--- src/rtl/vga_pkg.sv ---
// vga_pkg: shared types and helpers for the VGA timing generator.
package vga_pkg;

    typedef struct packed {
        logic [7:0] r;
        logic [7:0] g;
        logic [7:0] b;
    } rgb_t;

    typedef enum logic {
        WAIT_FILL = 1'b0,
        RUN       = 1'b1
    } state_t;

    // Total line length in pixels, or frame length in lines.
    function automatic int calc_total(input int disp, input int fp, input int pulse, input int bp);
        return disp + fp + pulse + bp;
    endfunction

endpackage

--- src/rtl/vga_counter.sv ---
// vga_counter: up-counter 0..MAX-1 that advances when en is high and wraps to 0.
// wrap is high in the cycle where an enabled count leaves MAX-1.
module vga_counter
    import vga_pkg::*;
#(
    parameter int MAX = 928,
    parameter int W   = $clog2(MAX)
) (
    input  logic         clk,
    input  logic         rst,
    input  logic         en,
    output logic [W-1:0] cnt,
    output logic         wrap
);

    assign wrap = en && (cnt == W'(MAX - 1));

    // count register, cleared by reset
    always_ff @(posedge clk or posedge rst) begin
        if (rst) begin
            cnt <= '0;
        end else if (en) begin
            cnt <= wrap ? '0 : cnt + W'(1);
        end
    end

endmodule

--- src/rtl/vga_timing_gen.sv ---
// vga_timing_gen: VGA sync/blank generation fed from a pixel FIFO.
// Optional build macro VGA_TESTPATTERN_EN replaces FIFO data with an
// internal grid pattern, never reads the FIFO and starts running out of reset.
//
// state     | meaning
// ----------+-----------------------------------------------------------
// WAIT_FILL | counters parked at 0, outputs idle, waiting for almost-full
// RUN       | counters free-running, one FIFO read per active pixel
module vga_timing_gen
    import vga_pkg::*;
#(
    parameter int HDISP  = 800,
    parameter int VDISP  = 480,
    parameter int HFP    = 40,
    parameter int HPULSE = 48,
    parameter int HBP    = 40,
    parameter int VFP    = 13,
    parameter int VPULSE = 3,
    parameter int VBP    = 29
) (
    input  logic        pixel_clk,
    input  logic        pixel_rst,
    input  logic [23:0] fifo_rdata,
    input  logic        fifo_rempty,
    input  logic        fifo_walmost_full,
    output logic        fifo_read,
    output logic        VGA_HS,
    output logic        VGA_VS,
    output logic        VGA_BLANK,
    output logic [23:0] VGA_RGB,
    output logic        underflow
);

    localparam int HTOTAL = calc_total(HDISP, HFP, HPULSE, HBP);
    localparam int VTOTAL = calc_total(VDISP, VFP, VPULSE, VBP);
    localparam int HW     = $clog2(HTOTAL);
    localparam int VW     = $clog2(VTOTAL);

    localparam logic [HW-1:0] H_ACT_END = HW'(HDISP);
    localparam logic [HW-1:0] HS_START  = HW'(HDISP + HFP);
    localparam logic [HW-1:0] HS_END    = HW'(HDISP + HFP + HPULSE);
    localparam logic [VW-1:0] V_ACT_END = VW'(VDISP);
    localparam logic [VW-1:0] VS_START  = VW'(VDISP + VFP);
    localparam logic [VW-1:0] VS_END    = VW'(VDISP + VFP + VPULSE);

    state_t        state;
    state_t        state_nx;
    logic          run;
    logic          active;
    logic          hs_win;
    logic          vs_win;
    logic          hwrap;
    logic          vwrap_unused;
    logic          underflow_set;
    logic [HW-1:0] hcnt;
    logic [VW-1:0] vcnt;

    assign run = (state == RUN);

    vga_counter #(.MAX(HTOTAL)) u_hcnt (
        .clk  (pixel_clk),
        .rst  (pixel_rst),
        .en   (run),
        .cnt  (hcnt),
        .wrap (hwrap)
    );

    vga_counter #(.MAX(VTOTAL)) u_vcnt (
        .clk  (pixel_clk),
        .rst  (pixel_rst),
        .en   (hwrap),
        .cnt  (vcnt),
        .wrap (vwrap_unused)
    );

    assign active = (hcnt < H_ACT_END) && (vcnt < V_ACT_END);
    assign hs_win = (hcnt >= HS_START) && (hcnt < HS_END);
    assign vs_win = (vcnt >= VS_START) && (vcnt < VS_END);

    // state register
    always_ff @(posedge pixel_clk or posedge pixel_rst) begin
        if (pixel_rst) begin
            state <= WAIT_FILL;
        end else begin
            state <= state_nx;
        end
    end

    // next state, FIFO read strobe and underflow detection
    always_comb begin
        state_nx      = state;
        fifo_read     = 1'b0;
        underflow_set = 1'b0;
`ifdef VGA_TESTPATTERN_EN
        state_nx = RUN;
`else
        if (state == WAIT_FILL && fifo_walmost_full) begin
            state_nx = RUN;
        end
        if (state == RUN && active) begin
            // An empty FIFO costs the pixel; no catch-up read is issued later.
            fifo_read     = !fifo_rempty;
            underflow_set = fifo_rempty;
        end
`endif
    end

    // sync/blank registered one cycle behind the counters; sticky underflow
    always_ff @(posedge pixel_clk or posedge pixel_rst) begin
        if (pixel_rst) begin
            VGA_HS    <= 1'b1;
            VGA_VS    <= 1'b1;
            VGA_BLANK <= 1'b0;
            underflow <= 1'b0;
        end else begin
            VGA_HS    <= !(run && hs_win);
            VGA_VS    <= !(run && vs_win);
            VGA_BLANK <= run && active;
            if (underflow_set) begin
                underflow <= 1'b1;
            end
        end
    end

`ifdef VGA_TESTPATTERN_EN
    logic [23:0] pat_q;

    // grid pattern: white on every 16th column and row
    always_ff @(posedge pixel_clk or posedge pixel_rst) begin
        if (pixel_rst) begin
            pat_q <= '0;
        end else begin
            pat_q <= (run && active && (hcnt[3:0] == 4'd0 || vcnt[3:0] == 4'd0)) ? 24'hFFFFFF : 24'h000000;
        end
    end

    assign VGA_RGB = VGA_BLANK ? pat_q : 24'h000000;
`else
    logic pix_ok_q;
    rgb_t pix;

    // remember whether the displayed pixel actually got a FIFO read
    always_ff @(posedge pixel_clk or posedge pixel_rst) begin
        if (pixel_rst) begin
            pix_ok_q <= 1'b0;
        end else begin
            pix_ok_q <= fifo_read;
        end
    end

    // FIFO data arrives the cycle after the read, aligned with registered BLANK
    assign pix     = rgb_t'(fifo_rdata);
    assign VGA_RGB = (VGA_BLANK && pix_ok_q) ? {pix.r, pix.g, pix.b} : 24'h000000;
`endif

endmodule

--- config.mk ---
export PLATFORM = sky130hd
export DESIGN_NAME = vga_timing_gen
export DESIGN_NICKNAME = d
export VERILOG_FILES = /design/src/rtl/vga_pkg.sv /design/src/rtl/vga_counter.sv /design/src/rtl/vga_timing_gen.sv
export SDC_FILE = /design/constraint.sdc
export NUM_CORES = 1
export LEC_CHECK = 0
export ABC_AREA = 1
export CORE_MARGIN = 3
export CORE_UTILIZATION = 49
export CTS_CLUSTER_DIAMETER = 30
export DETAILED_ROUTE_END_ITERATION = 16
export GPL_TIMING_DRIVEN = 0
export PLACE_DENSITY_LB_ADDON = 0.05
export SLEW_MARGIN = 40
export SYNTH_ARGS = -nofsm -noshare
export SYNTH_HDL_FRONTEND = slang
export SYNTH_HIERARCHICAL = 1
export SYNTH_SLANG_ARGS = --single-unit
--- constraint.sdc ---
create_clock -name pixel_clk -period 2.46 [get_ports pixel_clk]
set_input_delay 0.492 -clock pixel_clk [delete_from_list [all_inputs] [get_ports pixel_clk]]
set_output_delay 0.492 -clock pixel_clk [all_outputs]
set_load 0.1 [all_outputs]
Yosys cells after proc, flatten, opt, wreduce, memory -nomap -nowiden
Cells that the tools add are included.
{ "classes": {"addsub": 2, "magnitude_cmp": 6, "eq_ne": 2, "mux": 5, "bitwise_logic": 1, "reduce_logical": 13} }
{ "ops": {"columns": ["operator", "count"], "rows": [
  ["24-bit two-way mux", 1],
  ["10-bit by 1-bit adder with 10-bit output, second input constant", 2],
  ["10-bit equality test, second input constant", 2],
  ["10-bit less-than comparator, second input constant", 2],
  ["10-bit by 9-bit less-than comparator with 1-bit output, second input constant", 2],
  ["10-bit two-way mux", 2],
  ["10-bit >= comparator, second input constant", 1],
  ["10-bit by 9-bit >= comparator with 1-bit output, second input constant", 1],
  ["1-bit logical AND", 10],
  ["1-bit zero test", 3],
  ["1-bit two-way mux", 2],
  ["1-bit inverter", 1]
]} }
{ "word_totals": {"ff_bits": 26, "inputBits": 28, "output_inout_bits": 29, "word_cells": 37} }

Logic depth before layout (Yosys ltp)
Gate-level depths: netlist (run 1).
{ "logic_depth": {"word_depth": 4, "depth_mapped": 12, "depth_no_buf": 11} }

Hierarchy
The synthesis (run 1) kept the hierarchy.
{ "by_module_without_submodules": {"columns": ["module", "instances", "cells_each", "area_per_inst_um2", "seq_area_each_um2"], "rows": [
  ["vga_counter (u_vcnt)", 1, 93, 639.4, 250.2],
  ["vga_counter (u_hcnt)", 1, 77, 574.3, 250.2],
  ["vga_timing_gen", 1, 85, 499.2, 152.6]
]} }

Worst setup path before layout (run 1)
Ideal clock, no wire load.
{ "synth_path": {"kind": "flip-flop to output port", "start": "register VGA_BLANK", "end": "output VGA_RGB[0]", "t_arrival_ns": 2.635, "required_time_ns": 1.968, "path_slack_ns": -0.667, "stages_incl_launch_ff": 4, "path_buffers": 1, "path_cell_list": "dfrtp_1 > nand2_1 > buf_2 > nor2_1"} }
{ "synth_via": {"elab_chain_len": 2} }
{ "synth_lines": {"columns": ["element", "line_no", "source"], "rows": [
  ["start, declared", "vga_timing_gen.sv:29", "output logic VGA_BLANK,"],
  ["start signal, assigned", "vga_timing_gen.sv:118", "VGA_BLANK <= run && active;"],
  ["1-bit logical AND", "vga_timing_gen.sv:153", "assign VGA_RGB = (VGA_BLANK && pix_ok_q) ? {pix.r, pix.g, pix.b} : 24'h000000;"],
  ["24-bit two-way mux", "vga_timing_gen.sv:153", null],
  ["end, declared", "vga_timing_gen.sv:30", "output logic [23:0] VGA_RGB,"]
]} }
Every way passes these cells.

Final worst setup path (run 1)
{ "layout_path": {"start": "register VGA_BLANK", "end": "output VGA_RGB[4]"} }
Same word-level chain as after synthesis.

==> results.cfg, run 1 <==
[critical_path]
critical-path-top-cell-by-count = sky130_fd_sc_hd__buf_2
crit_chain = nand2_1 > buf_2 > nor2_4 > buf_2
worst_path_largest_cell_delay_ns = 0.48
worst_path_max_delay_cell = sky130_fd_sc_hd__buf_2
cp-start-kind = flop
end_kind = primary output
criticalPathCategory = flop to primary output
cp_max_fo = 10
critPathArrivalTime_ns = 1.78
timing.critical_path.required_ns = 1.97
r2r_setup_slack_ns = 0.59

[power]
power_switching_uw = 568.3
switching_share_pct = 44.67
leakage_nw = 1.256
power.density_nw_per_um2 = 536.1
combinationalPowerShare_pct = 40.2
seq_power_share_pct = 45.0
vdd_ir_max_v = 0.0004773
internal-power_uw = 704.0
pwr-share-clk_pct = 14.7

[drt]
detailedRoute.firstIterationViolations = 90
route.vias.total = 1696
detail_route.wl_per_cell_um = 11.39
routed_wl_mm = 4.088
drc = 0
detail_route.vias_per_cell = 4.724
detailedRoute.firstPassIterationCount = 4
route.antenna.remaining_nets = 0

[synth]
avgSynthCellArea_sq_um = 6.717
ys_seq_area_share_pct = 38.13
netlist_top_cells_area = sky130_fd_sc_hd__dfrtp_1, sky130_fd_sc_hd__inv_1, sky130_fd_sc_hd__nand2_1, sky130_fd_sc_hd__nor2_1, sky130_fd_sc_hd__nand3_1
synth_xor_area_share_pct = 2.557
synth_fa_ha_area_share_pct = 2.191
postSynthCellCount = 255
synth-warning-count = 6
synth_seq_cells = 26
synth_simple_gate_area_share_pct = 40.83
mapped_nets = 286
share_of_cell_area_taken_by_muxes_after_synthesis_pct = 0
ys_types = 24
yosysTopAreaCell = sky130_fd_sc_hd__dfrtp_1
synth_compound_area_share_pct = 1.899
syn-cell-area_sq_um = 1713
synth_top_family_by_area = simple AND/OR/NAND/NOR gates
synthDominantCellAreaShare_pct = 35.06

[floorplan]
core_area_sq_um = 3203
die_y_um = 65.13
die_w_um = 65.13
pin_count = 57
row_count = 20
design.die.area_sq_um = 4241
initial_core_utilization_pct = 53.48

[clocking]
clockRootBuffer = sky130_fd_sc_hd__clkbuf_4
clk_pin_slew_ns = 0.14
tritoncts = built
h_tree_levels = 1
clock_latency_ns = 0.31
cts-root-to-sink-buffers = 2
cts_inserted_buffers = 3
cts_hold_buf = 0
clock-sinks = 26
cts_setup_buffers = 0

[cells_and_area]
num-fill-cells = 243
layout-drive-gt1-share_pct = 27.62
stdcell_area_sq_um = 2374
multi_input_comb_area_sq_um = 973.4
regArea_sq_um = 654.4
nets = 347
synthToLayoutAreaGrowth_pct = 38.57
num_antenna_cells = 0

[timing]
fmax_mhz = 440.9
final_period_minus_worst_setup_slack_ns = 2.268
unrepaired_setup_endpoints_after_global_routing = false
max_slew.worst_pin.slew_ns = 0.5047
timing.max_slew.rel_slack_pct = 66.59
finalClockSkew_ns = 0.003048
report.final.setup_viol = 0
final-max-slew-violation-count = 0
hold_viol_final = 0
post-route-period-util_pct = 92.20
hold-worst-slack_ns = 0.4360

[global_route]
antenna_found_initial = 0
grt_remaining_overflow = 0
global_route.usage.total_pct = 20.48
grt_first_pass_wirelength_mm = 6.962
first_global_vias = 1628
grt_start_max_net_pins = 15

[outcome]
outcome = complete, no violations

[flow_run]
cap_violations = 0

[hold_path]
min-delay-path-class = input pin to async pin

[place]
placement.cell_area_sq_um = 2345
placement.io_buffers = 56
gp_congestion = 0.8404
place.detailed.hpwl_mm = 3.365
[path summary, 6_finish.rpt]
check	from	to	cells past startpoint
max	VGA_BLANK	VGA_RGB[4]	4
min	pixel_rst	pix_ok_q	2
max reg2reg	u_hcnt/cnt[1]	u_vcnt/cnt[0]	11
min reg2reg	underflow	underflow	2
max in group asynchronous	pixel_rst	u_hcnt/cnt[1]	2
min in group pixel_clk	underflow	underflow	2
[critical path, delay by kind of cell, from the launching register on]
| family | cells | cell delay [ns] |
|---|---|---|
| buffers and inverters | 2 | 0.78 |
| and+or+nand+nor | 2 | 0.25 |
| DFF | 1 | 0.43 |
[power groups by stage]
stage / logic [mW] / clock network (mW) / registers [mW]
3_5_place_dp: 0.513 / 0 / 0.578
5_1_grt: 0.559 / 0.201 / 0.583
4_1_cts: 0.513 / 0.192 / 0.570
2_1_floorplan: 0.408 / 0 / 0.556
3_3_place_gp: 0.515 / 0 / 0.572
6_report: 0.512 / 0.187 / 0.573
[sequential cells by signal, summed over array words and instances (netlist names)]
name,flops
underflow,1
u_vcnt/cnt,10
pix_ok_q,1
VGA_HS,1
u_hcnt/cnt,10
VGA_VS,1
VGA_BLANK,1
run,1
[metal layers]
| metal | global-route usage [%] | up-vias | wire, um |
|---|---|---|---|
| li1 | - | 862 | - |
| met1 | 25.52 | 736 | 1709 |
| met2 | 36.40 | 96 | 1836 |
| met3 | 5.128 | 2 | 528 |
| met4 | 3.368 | 0 | 13 |
| met5 | 0 | - | 0 |
[metrics by stage]
stage / cells / utilization (%) / total power [mW] / setup WS [ns] / setup TNS (ns)
2_1_floorplan: 255 / - / 0.9643 / 0.2130 / 0
3_3_place_gp: 355 / 77.73 / 1.087 / -0.2630 / -6.214
3_5_place_dp: 355 / 73.20 / 1.091 / 0.4320 / 0
4_1_cts: 359 / 74.02 / 1.275 / 0.09493 / 0
5_1_grt: 359 / 74.10 / 1.343 / 0.05081 / 0
6_report: 359 / 74.10 / 1.272 / 0.1920 / 0
[final cells by class]
class                      instances  share of cell area [%]
timing repair buffer              56                   17.61
sequential                        26                   27.57
clock buffer                       4                   1.107
tap                               44                   2.319
inverter                          61                   9.647
buffer                             3                  0.7380
multi-input combinational        165                   41.01
[cell families (layout without fill, tap and decap cells)]
logic type	count (synthesis)	after routing
AO/OA/AOI/OAI	6	6
XOR/XNOR	5	5
adder cells (fa/ha/maj)	3	3
buffers and inverters	64	124
flip-flops	26	26
AND/OR/NAND/NOR	151	151
[cell usage after synthesis (all sizes together)]
master,instances
and3b,1
nand4,4
inv,61
or2,1
a21oi,4
buf,3
nand3b,2
dfrtp,24
o21ai,1
xor2,5
ha,3
nor2,63
nor3,3
o21a,1
nand3,16
nand2,61
dfstp,2
[layout by cell type, fill, tap and decap left out, types with 4 or more instances in the layout]
cell type and count:
sky130_fd_sc_hd__nor2_2 13, sky130_fd_sc_hd__nand2_1 57, sky130_fd_sc_hd__nand2_2 4, sky130_fd_sc_hd__clkdlybuf4s50_1 27
sky130_fd_sc_hd__inv_1 58, sky130_fd_sc_hd__nor2_1 26, sky130_fd_sc_hd__nor2_4 24, sky130_fd_sc_hd__dfrtp_1 23
sky130_fd_sc_hd__buf_2 30, sky130_fd_sc_hd__xor2_1 5, sky130_fd_sc_hd__nand3_1 13, sky130_fd_sc_hd__clkbuf_4 4
sky130_fd_sc_hd__a21oi_1 4
[what timing repair did]
item	in CTS	in global routing
resized for setup	0	1
endpoints found under the hold margin	0	0
setup endpoints to repair	0	1
(Power assumes the default switching activity.)
==> run 2: changes to the inputs <==
--- a/config.mk
+++ b/config.mk
@@ -12,7 +12,7 @@
 export DETAILED_ROUTE_END_ITERATION = 16
 export GPL_TIMING_DRIVEN = 0
 export PLACE_DENSITY_LB_ADDON = 0.05
-export SLEW_MARGIN = 40
+export SLEW_MARGIN = 20
 export SYNTH_ARGS = -nofsm -noshare
 export SYNTH_HDL_FRONTEND = slang
 export SYNTH_HIERARCHICAL = 1
==> run 2 against run 1 <==
Effect of this change: final area increased by 6.2%; highest routed layer unchanged; critical path depth unchanged; fmax decreased by 6.1%; core utilization increased by 4.6 points; setup slack got worse by 0.15 ns; die area unchanged; largest cell class unchanged; non-clock buffer count unchanged; clock power increased by 16%; routed wire length increased by 14%.
==> results.cfg, run 2 (synthesized netlist as in run 1, its figures left out) <==
[outcome]
outcome = complete, no violations

[critical_path]
end_kind = primary output
timing.critical_path.required_ns = 1.97
worst_path_max_delay_cell = sky130_fd_sc_hd__dlygate4sd2_1
rr_worst_depth = 11
crit_chain = clkdlybuf4s50_1 > inv_1 > nor2_2 > dlygate4sd2_1
criticalPathCategory = input pin to primary output
crit_family = buffers and inverters
cp_num_buf_inv = 3
r2r-end = u_vcnt/cnt[0]
r2r_setup_slack_ns = 0.60
critical_path.reg2reg.startpoint = u_hcnt/cnt[0]
cp-start-kind = input pin
critPathArrivalTime_ns = 1.92
worst_path_largest_cell_delay_ns = 0.86
cp_max_fo = 1

[timing]
final-max-slew-violation-count = 0
hold-worst-slack_ns = 0.4350
timing.max_slew.rel_slack_pct = 33.10
max_slew.worst_pin.slew_ns = 1.000
post-route-period-util_pct = 98.22
report.final.setup_viol = 0
final_period_minus_worst_setup_slack_ns = 2.416
hold_viol_final = 0
fmax_mhz = 413.9
finalClockSkew_ns = 0.002834
unrepaired_setup_endpoints_after_global_routing = false
totalNegativeSetupSlack_ns = 0

[cells_and_area]
finalCoreUtilization_pct = 78.71
reg_top3 = u_hcnt/cnt (10), u_vcnt/cnt (10)
num_antenna_cells = 0
final_common_cell = sky130_fd_sc_hd__inv_1
multi_input_comb_area_sq_um = 973.4
stdcell_area_sq_um = 2521
synthToLayoutAreaGrowth_pct = 47.19
final_cell_mix = sky130_fd_sc_hd__inv_1, sky130_fd_sc_hd__nand2_1, sky130_fd_sc_hd__clkdlybuf4s50_1
layout-drive-gt1-share_pct = 26.03
regArea_sq_um = 654.4
num-fill-cells = 221
nets = 347

[drt]
routed_wl_mm = 4.670
route.vias.total = 1738
route.antenna.remaining_nets = 0
drc = 0
detail_route.vias_per_cell = 4.841
detail_route.wl_per_cell_um = 13.01
detailedRoute.firstPassIterationCount = 6
detailedRoute.firstIterationViolations = 70

[clocking]
h_tree_levels = 1
cts-root-to-sink-buffers = 2
cts_inserted_buffers = 3
clock-sinks = 26
tritoncts = built
clockRootBuffer = sky130_fd_sc_hd__clkbuf_4
clk_pin_slew_ns = 0.14
clock_latency_ns = 0.32
cts_setup_buffers = 0

[global_route]
global_route.usage.total_pct = 23.59
grt_remaining_overflow = 0
grt_start_max_net_pins = 15
grt_first_pass_wirelength_mm = 7.755
antenna_found_initial = 0
first_global_vias = 1684

[floorplan]
die_w_um = 65.13
design.die.area_sq_um = 4241
initial_core_utilization_pct = 53.48
row_count = 20
core_area_sq_um = 3203
die_y_um = 65.13
pin_count = 57

[power]
vdd_ir_max_v = 0.0004033
total_power_mw = 1.323
leakage_nw = 1.260
power.density_nw_per_um2 = 524.6

[flow_run]
cap_violations = 0

[place]
placement.cell_area_sq_um = 2490
gp_congestion = 0.8404
place.detailed.hpwl_mm = 3.694
placement.io_buffers = 56

[hold_path]
min-delay-path-class = input pin to async pin
-- run 2: changes by cell type in the layout (fill, tap and decap cells not counted), sizes merged --
| cell | previous run | this run |
|---|---|---|
| dlygate4sd2 | 0 | 3 |
| clkbuf | 5 | 7 |
| clkdlybuf4s50 | 27 | 29 |
| clkdlybuf4s15 | 0 | 18 |
| buf | 31 | 6 |
-- run 2: metal layers --
layer  track usage, %  share of wire (%)
met5                0                  0
met4            5.440               0.58
met3            4.786                 11
met2            42.53                 48
met1            28.96                 41
-- run 2: worst max-delay path by stage --
stage / start / to / slack [ns] / cells after the start
after global placement: fifo_rdata[17] / VGA_RGB[17] / -0.26 / 4
after CTS: fifo_rdata[19] / VGA_RGB[19] / 0.007 / 4
after floorplan: VGA_BLANK / VGA_RGB[0] / 0.21 / 3
after global routing: VGA_BLANK / VGA_RGB[20] / 0.0002 / 3
final: fifo_rdata[20] / VGA_RGB[20] / 0.04 / 4
after detailed placement: fifo_rdata[2] / VGA_RGB[2] / -0.32 / 4
-- run 2: stage by stage --
step / instances / setup WS, ns
final: 359 / 0.04384
after CTS: 359 / 0.007464
after detailed placement: 355 / -0.3198
after floorplan: 255 / 0.2130
after global placement: 355 / -0.2630
after global routing: 359 / 0.0002152
-- run 2: power by group --
| part | switching, mW | internal [mW] | total [mW] |
|---|---|---|---|
| Combinational | 0.365 | 0.164 | 0.530 |
| Sequential | 0.0887 | 0.487 | 0.576 |
| Clock | 0.127 | 0.0906 | 0.217 |
-- run 2: final cells by class --
class                   count  share of cell area, %
flip-flops and latches     26                  25.96
plain buffers               3                 0.8933
well taps                  44                  2.184
multi-input cells         165                  38.61
repair buffers             56                  21.84
clock buffers               4                  1.439
inverters                  61                  9.082
-- run 2: repair_timing --
item | 4_1_cts | 5_1_grt
hold buffers | 0 | 0
resized for setup | 73 | 12
setup endpoints to repair | 27 | 7
==> run 3: changes to the inputs <==
--- a/config.mk
+++ b/config.mk
@@ -15,5 +15,4 @@
 export SLEW_MARGIN = 20
 export SYNTH_ARGS = -nofsm -noshare
 export SYNTH_HDL_FRONTEND = slang
-export SYNTH_HIERARCHICAL = 1
 export SYNTH_SLANG_ARGS = --single-unit
==> run 3 against run 2 <==
Effect of this change: clock-buffer cell count decreased by 1; critical path depth did not move; non-clock buffer count is 1 higher; clock skew rose by 0.0039 ns; combinational power increased by 13%; synthesized cell count down 6.7%; core utilization increased by 1.2 points; final area up 1.5%; largest power group is now combinational cells; setup slack got worse by 0.016 ns; area after synthesis about the same; via count down 5.4%; flip-flop and latch count is the same.
==> results.cfg, run 3 <==
[drt]
detail_route.wl_per_cell_um = 12.15
routed_wl_mm = 4.155
drc = 0
route.antenna.remaining_nets = 0
detailedRoute.firstIterationViolations = 53
route.vias.total = 1645
detail_route.vias_per_cell = 4.810
detailedRoute.firstPassIterationCount = 4

[cells_and_area]
num_antenna_cells = 0
final_common_cell = sky130_fd_sc_hd__inv_1
layout-drive-gt1-share_pct = 27.85
num-fill-cells = 231
nets = 332
final_cells = 342
synthToLayoutAreaGrowth_pct = 49.27
final_cell_mix = sky130_fd_sc_hd__inv_1, sky130_fd_sc_hd__nand2_1, sky130_fd_sc_hd__clkdlybuf4s50_1
reg_top3 = u_hcnt.cnt (10), u_vcnt.cnt (10)

[synth]
synth_seq_cells = 26
synth-warning-count = 0
avgSynthCellArea_sq_um = 7.202
netlist_top_cells_area = sky130_fd_sc_hd__dfrtp_1, sky130_fd_sc_hd__inv_1, sky130_fd_sc_hd__nand2_1, sky130_fd_sc_hd__nor2_1, sky130_fd_sc_hd__nand3_1
count_of_flip_flops_with_a_built_in_enable_after_synthesis = 0
ys_types = 36
yosysMostFrequentCell = sky130_fd_sc_hd__inv_1
synthDominantCellAreaShare_pct = 35.04
async_reset_ff_share_pct = 100.0
yosysTopAreaCell = sky130_fd_sc_hd__dfrtp_1
synth_ff_type = sky130_fd_sc_hd__dfrtp_1
mapped_nets = 271
syn-cell-area_sq_um = 1714
synth_top_cells_by_count = sky130_fd_sc_hd__inv_1, sky130_fd_sc_hd__nand2_1, sky130_fd_sc_hd__nor2_1
ys_seq_area_share_pct = 38.10
postSynthCellCount = 238

[power]
switching_share_pct = 42.41
seq_power_share_pct = 38.4
combinationalPowerShare_pct = 41.1
power.density_nw_per_um2 = 567.8
vdd_ir_max_v = 0.0004772
internal-power_uw = 836.6
pwr-share-clk_pct = 20.5
power_switching_uw = 616.2
leakage_nw = 1.249

[critical_path]
critical_path_depth = 4
critPathArrivalTime_ns = 1.94
worst_path_largest_cell_delay_ns = 0.87
crit_chain = clkdlybuf4s50_1 > inv_1 > nor2_2 > dlygate4sd2_1
worst_path_max_delay_cell = sky130_fd_sc_hd__dlygate4sd2_1
cp-start-kind = input pin
rr_worst_depth = 9
setup.worst_path.start = fifo_rdata[2]
criticalPathCategory = input pin to primary output
crit_family = buffers and inverters
cp_num_buf_inv = 3
critical_path.reg2reg.startpoint = u_vcnt.cnt[0]
r2r-end = u_vcnt.cnt[1]
r2r_setup_slack_ns = 0.87
endpoint = VGA_RGB[2]
timing.critical_path.required_ns = 1.97
cp_max_fo = 1
end_kind = primary output

[timing]
final-max-slew-violation-count = 0
timing.max_slew.rel_slack_pct = 34.17
hold_viol_final = 0
finalClockSkew_ns = 0.006689
final_period_minus_worst_setup_slack_ns = 2.432
post-route-period-util_pct = 98.85
unrepaired_setup_endpoints_after_global_routing = true
timing.final.ws_setup_ns = 0.02825
fmax_mhz = 411.2
max_slew.worst_pin.slew_ns = 0.9844
report.final.setup_viol = 0

[flow_run]
cap_violations = 0

[clocking]
clockRootBuffer = sky130_fd_sc_hd__clkbuf_4
clk_pin_slew_ns = 0.14
clock_latency_ns = 0.33
cts-root-to-sink-buffers = 2
cts_inserted_buffers = 3
tritoncts = built
clock-sinks = 26
h_tree_levels = 1

[place]
placedCellCount = 338
gp_congestion = 0.8593
place.detailed.hpwl_mm = 3.314
detailedPlace.worstSlack_ns = -0.5750
placement.io_buffers = 56

[global_route]
grt_first_pass_wirelength_mm = 7.086
grt_remaining_overflow = 0
grt_start_max_net_pins = 27
global_route.usage.total_pct = 21.29
first_global_vias = 1492
antenna_found_initial = 0

[floorplan]
core_area_sq_um = 3203
initial_core_utilization_pct = 53.52
die_y_um = 65.15
die_w_um = 65.15
pin_count = 57
row_count = 20
design.die.area_sq_um = 4244

[hold_path]
number_of_cells_on_the_worst_hold_path = 1
min-delay-path-class = flop to flop

[outcome]
outcome = complete, no violations
run 3: logic make-up after synthesis:
family          count (synthesis)  share of synthesized area (%)
simple gates                  123                          34.97
buf+inv                        61                          14.16
flops                          26                          38.10
compound gates                 17                          6.059
xor+xnor                        6                          3.066
fa+ha+maj                       5                          3.650
run 3: metrics by stage:
step                TNS [ns]  instance area, sq um  hold slack (ns)  total power, mW  util (%)
global placement      -11.74                  2494           0.4631            1.151     77.85
floorplan             -1.164                  1878           0.4754            1.017         -
detailed placement    -12.18                  2494           0.4740            1.163     77.85
CTS                        0                  2564           0.5092            1.454     80.04
finish                     0                  2559           0.5151            1.453     79.88
global route         -0.2453                  2559           0.5262            1.535     79.88
run 3: worst reg2reg max path, delay by kind of cell, from the launching register on:
kind,cells,cell delay [ns]
simple gates,5,0.58
flops,1,0.49
buf+inv,2,0.18
fa+ha+maj,1,0.16
compound gates,1,0.09
run 3: routing by layer:
layer / vias to the layer above / wire, um / global-route usage, % / share of wire [%]
li1: 838 / - / - / -
met1: 734 / 1859 / 28.96 / 45
met2: 69 / 1894 / 34.23 / 46
met3: 4 / 370 / 4.615 / 8.9
met5: - / 0 / 0 / 0
met4: 0 / 31 / 6.218 / 0.75
run 3: power by group through the flow:
stage	registers, mW	clock network (mW)	logic [mW]
2_1_floorplan	0.550	0	0.467
3_3_place_gp	0.564	0	0.587
3_5_place_dp	0.564	0	0.599
4_1_cts	0.556	0.302	0.596
5_1_grt	0.567	0.316	0.651
6_report	0.558	0.298	0.597
run 3: worst min-delay path by stage:
stage                     slack [ns]     startpoint            end
after floorplan                 0.48  u_hcnt.cnt[1]  u_hcnt.cnt[1]
after global routing            0.53      underflow      underflow
after CTS                       0.51      underflow      underflow
final                           0.52      underflow      underflow
after detailed placement        0.47      underflow      underflow
after global placement          0.46      underflow      underflow
run 3: timing repair:
| item | 4_1_cts | 5_1_grt |
|---|---|---|
| hold buffers | 0 | 0 |
| setup buffers | 0 | 0 |
| resized for setup | 77 | 5 |
| endpoints found under the setup margin | 27 | 21 |
| pin swaps | 0 | 0 |
run 3: area by class of cell:
cell class | instances | area (sq um) | share of cell area (%)
Multi-Input combinational cell | 151 | 980.9 | 38.34
Sequential cell | 26 | 654.4 | 25.57
Timing Repair Buffer | 56 | 565.5 | 22.10
Inverter | 57 | 220.2 | 8.606
Tap cell | 44 | 55.05 | 2.152
Clock inverter | 1 | 30.03 | 1.174
Buffer | 4 | 30.03 | 1.174
Clock buffer | 3 | 22.52 | 0.8802
